[config.mk]
export PLATFORM = sky130hd
export DESIGN_NAME = sipo_frame_rx_flat
export DESIGN_NICKNAME = d
export VERILOG_FILES = /design/src/rtl/sipo_frame_rx_if.sv /design/src/rtl/sipo_frame_rx.sv /design/src/flat_wrapper.sv
export SDC_FILE = /design/constraint.sdc
export NUM_CORES = 1
export LEC_CHECK = 0
export ABC_AREA = 1
export CAP_MARGIN = 20
export CORE_MARGIN = 3
export CORE_UTILIZATION = 55
export CTS_CLUSTER_DIAMETER = 60
export DETAILED_ROUTE_END_ITERATION = 10
export PLACE_DENSITY = 0.73
export RECOVER_POWER = 100
export SYNTH_ARGS = -nofsm -noshare
export SYNTH_HDL_FRONTEND = slang
export SYNTH_SLANG_ARGS = --single-unit
[constraint.sdc]
create_clock -name baud_clk -period 1.7 [get_ports baud_clk]
set_input_delay 0.255 -clock baud_clk [delete_from_list [all_inputs] [get_ports baud_clk]]
set_output_delay 0.255 -clock baud_clk [all_outputs]
set_load 0.02 [all_outputs]
[src/rtl/sipo_frame_rx_if.sv]
// Serial receive bundle: line and enable into the framer, deframed word and status flags out.
// The master side drives the line and the enable; the slave side is the receiver.
interface sipo_frame_rx_if #(
  parameter int DATA_BITS = 8
);
  logic                 rx_en;
  logic                 data_tx;
  logic [DATA_BITS-1:0] data_out;
  logic                 valid;
  logic                 parity_err;
  logic                 frame_err;
  logic                 break_det;
  logic                 active_flag;

  modport master (
    output rx_en, data_tx,
    input  data_out, valid, parity_err, frame_err, break_det, active_flag
  );

  modport slave (
    input  rx_en, data_tx,
    output data_out, valid, parity_err, frame_err, break_det, active_flag
  );
endinterface

[src/rtl/sipo_frame_rx.sv]
// Oversampled UART deframer: 2-of-3 mid-bit vote, LSB-first shift, parity/stop checks, one-cycle valid.
// Word is delivered at the vote of the last stop bit; the line cannot be stalled, so there is no backpressure.
module sipo_frame_rx #(
  parameter int OVERSAMPLE = 16,
  parameter int DATA_BITS  = 8,
  parameter int PARITY_EN  = 1,
  parameter int PARITY_ODD = 0,
  parameter int STOP_BITS  = 1
) (
  input logic           baud_clk,
  input logic           rst_n,
  sipo_frame_rx_if.slave rx
);

  if (OVERSAMPLE < 8 || OVERSAMPLE > 32 || (OVERSAMPLE % 2) != 0) begin : g_bad_os
    $error("sipo_frame_rx: OVERSAMPLE must be even and in 8..32");
  end
  if (DATA_BITS < 5 || DATA_BITS > 9) begin : g_bad_db
    $error("sipo_frame_rx: DATA_BITS must be in 5..9");
  end
  if (PARITY_EN < 0 || PARITY_EN > 1 || PARITY_ODD < 0 || PARITY_ODD > 1) begin : g_bad_par
    $error("sipo_frame_rx: PARITY_EN and PARITY_ODD must be 0 or 1");
  end
  if (STOP_BITS < 1 || STOP_BITS > 2) begin : g_bad_stop
    $error("sipo_frame_rx: STOP_BITS must be 1 or 2");
  end

  localparam int CW = $clog2(OVERSAMPLE);
  localparam int M  = OVERSAMPLE / 2;
  localparam logic [CW-1:0] C_V0   = CW'(M - 1);
  localparam logic [CW-1:0] C_V1   = CW'(M);
  localparam logic [CW-1:0] C_DEC  = CW'(M + 1);
  localparam logic [CW-1:0] C_END  = CW'(OVERSAMPLE - 1);
  localparam logic [3:0]    LAST_D = 4'(DATA_BITS - 1);
  localparam logic [3:0]    LAST_S = 4'(STOP_BITS - 1);

  typedef enum logic [2:0] {IDLE, START, DATA, PARITY, STOP, WAIT_HI} state_t;

  state_t               state, state_next;
  logic [CW-1:0]        cnt, cnt_next;
  logic [3:0]           bidx, bidx_next;
  logic                 s0, s1, vote;
  logic                 decide, bit_end;
  logic                 store_data, store_par, store_stop, complete;
  logic [DATA_BITS-1:0] shreg;
  logic                 perr_acc, ferr_acc, any_one;
  logic [DATA_BITS-1:0] data_out_r;
  logic                 valid_r, parity_err_r, frame_err_r, break_det_r;

  assign vote    = (s0 & s1) | (s0 & rx.data_tx) | (s1 & rx.data_tx);
  assign decide  = (cnt == C_DEC);
  assign bit_end = (cnt == C_END);

  always_ff @(posedge baud_clk or negedge rst_n) begin
    if (!rst_n) begin
      state <= IDLE;
      cnt   <= '0;
      bidx  <= '0;
    end else begin
      state <= state_next;
      cnt   <= cnt_next;
      bidx  <= bidx_next;
    end
  end

  always_comb begin
    state_next = state;
    cnt_next   = cnt + CW'(1);
    bidx_next  = bidx;
    store_data = 1'b0;
    store_par  = 1'b0;
    store_stop = 1'b0;
    complete   = 1'b0;
    if (!rx.rx_en) begin
      state_next = IDLE;
      cnt_next   = '0;
      bidx_next  = '0;
    end else begin
      case (state)
        IDLE: begin
          cnt_next  = '0;
          bidx_next = '0;
          // The falling edge itself is sample 0 of the start bit.
          if (!rx.data_tx) begin
            state_next = START;
            cnt_next   = CW'(1);
          end
        end
        START: begin
          if (decide && vote) begin
            state_next = IDLE;
            cnt_next   = '0;
          end else if (bit_end) begin
            state_next = DATA;
            cnt_next   = '0;
          end
        end
        DATA: begin
          store_data = decide;
          if (bit_end) begin
            cnt_next = '0;
            if (bidx == LAST_D) begin
              bidx_next  = '0;
              state_next = (PARITY_EN != 0) ? PARITY : STOP;
            end else begin
              bidx_next = bidx + 4'd1;
            end
          end
        end
        PARITY: begin
          store_par = decide;
          if (bit_end) begin
            cnt_next   = '0;
            state_next = STOP;
          end
        end
        STOP: begin
          store_stop = decide;
          // Finish on the last stop vote so a start on the very next sample is seen.
          if (decide && bidx == LAST_S) begin
            complete   = 1'b1;
            cnt_next   = '0;
            bidx_next  = '0;
            state_next = (ferr_acc || !vote) ? WAIT_HI : IDLE;
          end else if (bit_end) begin
            cnt_next  = '0;
            bidx_next = bidx + 4'd1;
          end
        end
        WAIT_HI: begin
          cnt_next = '0;
          if (rx.data_tx) state_next = IDLE;
        end
        default: begin
          state_next = IDLE;
          cnt_next   = '0;
          bidx_next  = '0;
        end
      endcase
    end
  end

  always_ff @(posedge baud_clk or negedge rst_n) begin
    if (!rst_n) begin
      s0           <= 1'b0;
      s1           <= 1'b0;
      shreg        <= '0;
      perr_acc     <= 1'b0;
      ferr_acc     <= 1'b0;
      any_one      <= 1'b0;
      data_out_r   <= '0;
      valid_r      <= 1'b0;
      parity_err_r <= 1'b0;
      frame_err_r  <= 1'b0;
      break_det_r  <= 1'b0;
    end else begin
      valid_r <= 1'b0;
      if (cnt == C_V0) s0 <= rx.data_tx;
      if (cnt == C_V1) s1 <= rx.data_tx;
      if (state == IDLE) begin
        perr_acc <= 1'b0;
        ferr_acc <= 1'b0;
        any_one  <= 1'b0;
      end
      if (store_data) begin
        shreg   <= {vote, shreg[DATA_BITS-1:1]};
        any_one <= any_one | vote;
      end
      if (store_par) begin
        perr_acc <= ((^shreg) ^ vote) != 1'(PARITY_ODD);
        any_one  <= any_one | vote;
      end
      if (store_stop) begin
        ferr_acc <= ferr_acc | ~vote;
        any_one  <= any_one | vote;
      end
      if (complete) begin
        data_out_r   <= shreg;
        parity_err_r <= (PARITY_EN != 0) && perr_acc;
        frame_err_r  <= ferr_acc | ~vote;
        break_det_r  <= ~(any_one | vote);
        valid_r      <= 1'b1;
      end
    end
  end

  assign rx.data_out    = data_out_r;
  assign rx.valid       = valid_r;
  assign rx.parity_err  = parity_err_r;
  assign rx.frame_err   = frame_err_r;
  assign rx.break_det   = break_det_r;
  assign rx.active_flag = (state != IDLE);

endmodule

[src/flat_wrapper.sv]
// flat-port wrapper written by rule: the top's interface ports become plain ports
module sipo_frame_rx_flat 
#(
  parameter int OVERSAMPLE = 16,
  parameter int DATA_BITS  = 8,
  parameter int PARITY_EN  = 1,
  parameter int PARITY_ODD = 0,
  parameter int STOP_BITS  = 1
)
  (baud_clk, rst_n, rx_rx_en, rx_data_tx, rx_data_out, rx_valid, rx_parity_err, rx_frame_err, rx_break_det, rx_active_flag);
  sipo_frame_rx_if #(.DATA_BITS(DATA_BITS)) rx_i ();
  input logic baud_clk;
  input logic rst_n;
  input wire logic [$bits(rx_i.rx_en)-1:0] rx_rx_en;
  input wire logic [$bits(rx_i.data_tx)-1:0] rx_data_tx;
  output wire logic [$bits(rx_i.data_out)-1:0] rx_data_out;
  output wire logic [$bits(rx_i.valid)-1:0] rx_valid;
  output wire logic [$bits(rx_i.parity_err)-1:0] rx_parity_err;
  output wire logic [$bits(rx_i.frame_err)-1:0] rx_frame_err;
  output wire logic [$bits(rx_i.break_det)-1:0] rx_break_det;
  output wire logic [$bits(rx_i.active_flag)-1:0] rx_active_flag;
  assign rx_i.rx_en = rx_rx_en;
  assign rx_i.data_tx = rx_data_tx;
  assign rx_data_out = rx_i.data_out;
  assign rx_valid = rx_i.valid;
  assign rx_parity_err = rx_i.parity_err;
  assign rx_frame_err = rx_i.frame_err;
  assign rx_break_det = rx_i.break_det;
  assign rx_active_flag = rx_i.active_flag;
  sipo_frame_rx #(.OVERSAMPLE(OVERSAMPLE), .DATA_BITS(DATA_BITS), .PARITY_EN(PARITY_EN), .PARITY_ODD(PARITY_ODD), .STOP_BITS(STOP_BITS)) u_core (.baud_clk(baud_clk), .rst_n(rst_n), .rx(rx_i));
endmodule
==> results.ini <==
[route]
drtPass1Iterations=4
via_per_inst=4.916
vias=1642
drt-initial-drc-count=86
routed_wl_um=3809
avgRoutedWirePerCell_um=11.40
drc=0
ant_nets=0

[global_routing]
antenna_found_initial=0
grt_max_degree=37
grt_pass1_wl_um=6858
grt_pass1_vias=1562
grt_overflow=0
grtUsageTotal=0.2042

[placement]
post-dp-hpwl_um=2884
placed_cells=325
gp_congestion=0.8357
io_buffers=16
dp_slack_ns=-0.06311

[clock_network]
cts.clk_slew.worst_paths_ns=0.07
clock-sinks=36
cts_tree=yes
clock_latency_ns=0.29
numCtsBuffers=5
clock_path_buffers=2
root_buffer=clkbuf_8
ctsHoldBuffers=0
htreeDepth=2

[worst_setup_path]
crit_fanout=2
slowest_stage=dlygate4sd3_1
critPathLaunchType=flip-flop
cp-end-kind=output port
path_buf_inv=1
critical_path_class=reg -> out
path_delay_family=buffers and inverters
required_ns=1.44
critical_path.cell_chain=dlygate4sd3_1
critPathArrivalTime_ns=1.34
slowest_delay_ns=0.66

[power_and_ir_drop]
ir_drop_mv=0.6817
power_density_nw_per_um2=932.8
leakagePower_nw=1.271
fin_total_pwr_mw=2.211

[final_layout]
nNetsFinal=296
post-route-util=0.6885
drive_above_1_share=0.1632
syn_to_final_growth_pct=16.55
finalNonFillerCells=334
final_common_cell=nand2_1
diodes=0
fillers=289
final_cell_mix=nand2_1 (82), dfrtp_1 (36), inv_1 (30)

[logic_synthesis]
synth.avg_cell_area_um2=7.881
synthesis.nets=267
synth_flop_cell=dfrtp_1
seq_area_frac_synth=0.4431
yosys_warnings=0
ys_types=27
ys_async_sr_fraction=1.000
synth_edf_count=0
netlist_instances=258
syn_area_um2=2033
synth-seq-cells=36

[die]
ioPinCount=17
dieArea_um2=4462
die_w_um=66.80
core_um2=3442
die_h_um=66.80
start_util=0.5907
rows=21

[sta]
rsz0062_at_grt=false
slew_viol_final=0
setup_viol=0
final.setup.worst_slack_ns=0.1080
tightest_slew_ns=0.8880
hold_viol=0
worst_slew_margin_rel=0.4080
fmax_ghz=0.6282
min_period_ns=1.592
skew_ns=0.005949
fin_setup_tns_ns=0
finalCritPeriodShare=0.9365

[run]
cap_violations=0

[hold_path]
hp-class=reg -> reg

[outcome]
status=finished clean

==> where the power goes <==
part	internal [mW]	leakage (nW)	switching, mW
logic	0.216	0.775	0.427
clock network	0.293	0.0424	0.320
registers	0.903	0.454	0.0512
==> flip-flops by register name, indices dropped and copies added, names as in the netlist <==
signal,cells
u_core.ferr_acc,1
u_core.bidx,4
u_core.perr_acc,1
u_core.s0,1
u_core.rx.parity_err,1
u_core.cnt,4
u_core.state,3
u_core.shreg,8
u_core.rx.break_det,1
u_core.rx.frame_err,1
u_core.rx.data_out,8
u_core.s1,1
u_core.any_one,1
u_core.rx.valid,1
==> timing repair <==
item,in CTS,in global routing
endpoints found under the setup margin,1,8
resized for setup,1,4
buffers inserted,0,1
pin swaps,0,1
==> metrics by stage <==
step                hold slack (ns)  cell area, µm²
finish                       0.4778            2370
floorplan                  -0.04059            2033
CTS                          0.4076            2376
detailed placement           0.4678            2292
global route                 0.5049            2370
global placement             0.4642            2292
==> logic make-up after synthesis <==
group | share of synthesized area
AO/OA/AOI/OAI | 0.1102
XOR/XNOR | 0.02585
adder cells (fa/ha/maj) | 0.03077
buffers and inverters | 0.08554
flip-flops | 0.4431
AND/OR/NAND/NOR | 0.3046
==> cell usage after synthesis (2+ instances only) <==
library cell | count | share of area
inv_1 | 30 | 0.055
xor2_1 | 4 | 0.017
nor2_1 | 15 | 0.028
inv_2 | 6 | 0.011
o21ai_1 | 7 | 0.017
xnor2_1 | 2 | 0.0086
nand3_1 | 18 | 0.044
buf_6 | 3 | 0.017
o21ai_0 | 10 | 0.025
ha_1 | 5 | 0.031
dfrtp_1 | 36 | 0.44
nand2_2 | 7 | 0.022
nand2_4 | 2 | 0.011
nor2_2 | 3 | 0.0092
a21oi_1 | 8 | 0.020
nor2_4 | 2 | 0.011
o21ai_2 | 9 | 0.039
nand2_1 | 82 | 0.15
==> worst paths after layout <==
path	startpoint	endpoint	slack, ns	depth (start not counted)
worst max-delay path	u_core.rx.parity_err	rx_parity_err	0.11	1
worst min-delay path	u_core.rx.frame_err	u_core.rx.frame_err	0.48	2
worst max register to register	u_core.cnt[1]	u_core.rx.data_out[0]	0.16	10
worst min register to register	u_core.rx.frame_err	u_core.rx.frame_err	0.48	2
max in group asynchronous	rst_n	u_core.ferr_acc	0.53	2
min in group asynchronous	rst_n	u_core.shreg[4]	0.62	2
==> layout make-up <==
class / count / area (µm²) / share of cell area
Sequential cell: 36 / 900.9 / 0.3801
Tap cell: 46 / 57.56 / 0.02429
Clock buffer: 7 / 76.32 / 0.03221
Inverter: 36 / 135.1 / 0.05702
Multi-Input combinational cell: 182 / 960.9 / 0.4055
Clock inverter: 1 / 8.758 / 0.003696
Timing Repair Buffer: 26 / 230.2 / 0.09715
==> metal layers <==
layer / wire [µm] / GRT usage
met2: 1805 / 0.3391
met1: 1848 / 0.2616
met4: 35 / 0.07614
met3: 119 / 0.04047
met5: 0 / 0
(Power assumes the default switching activity.)
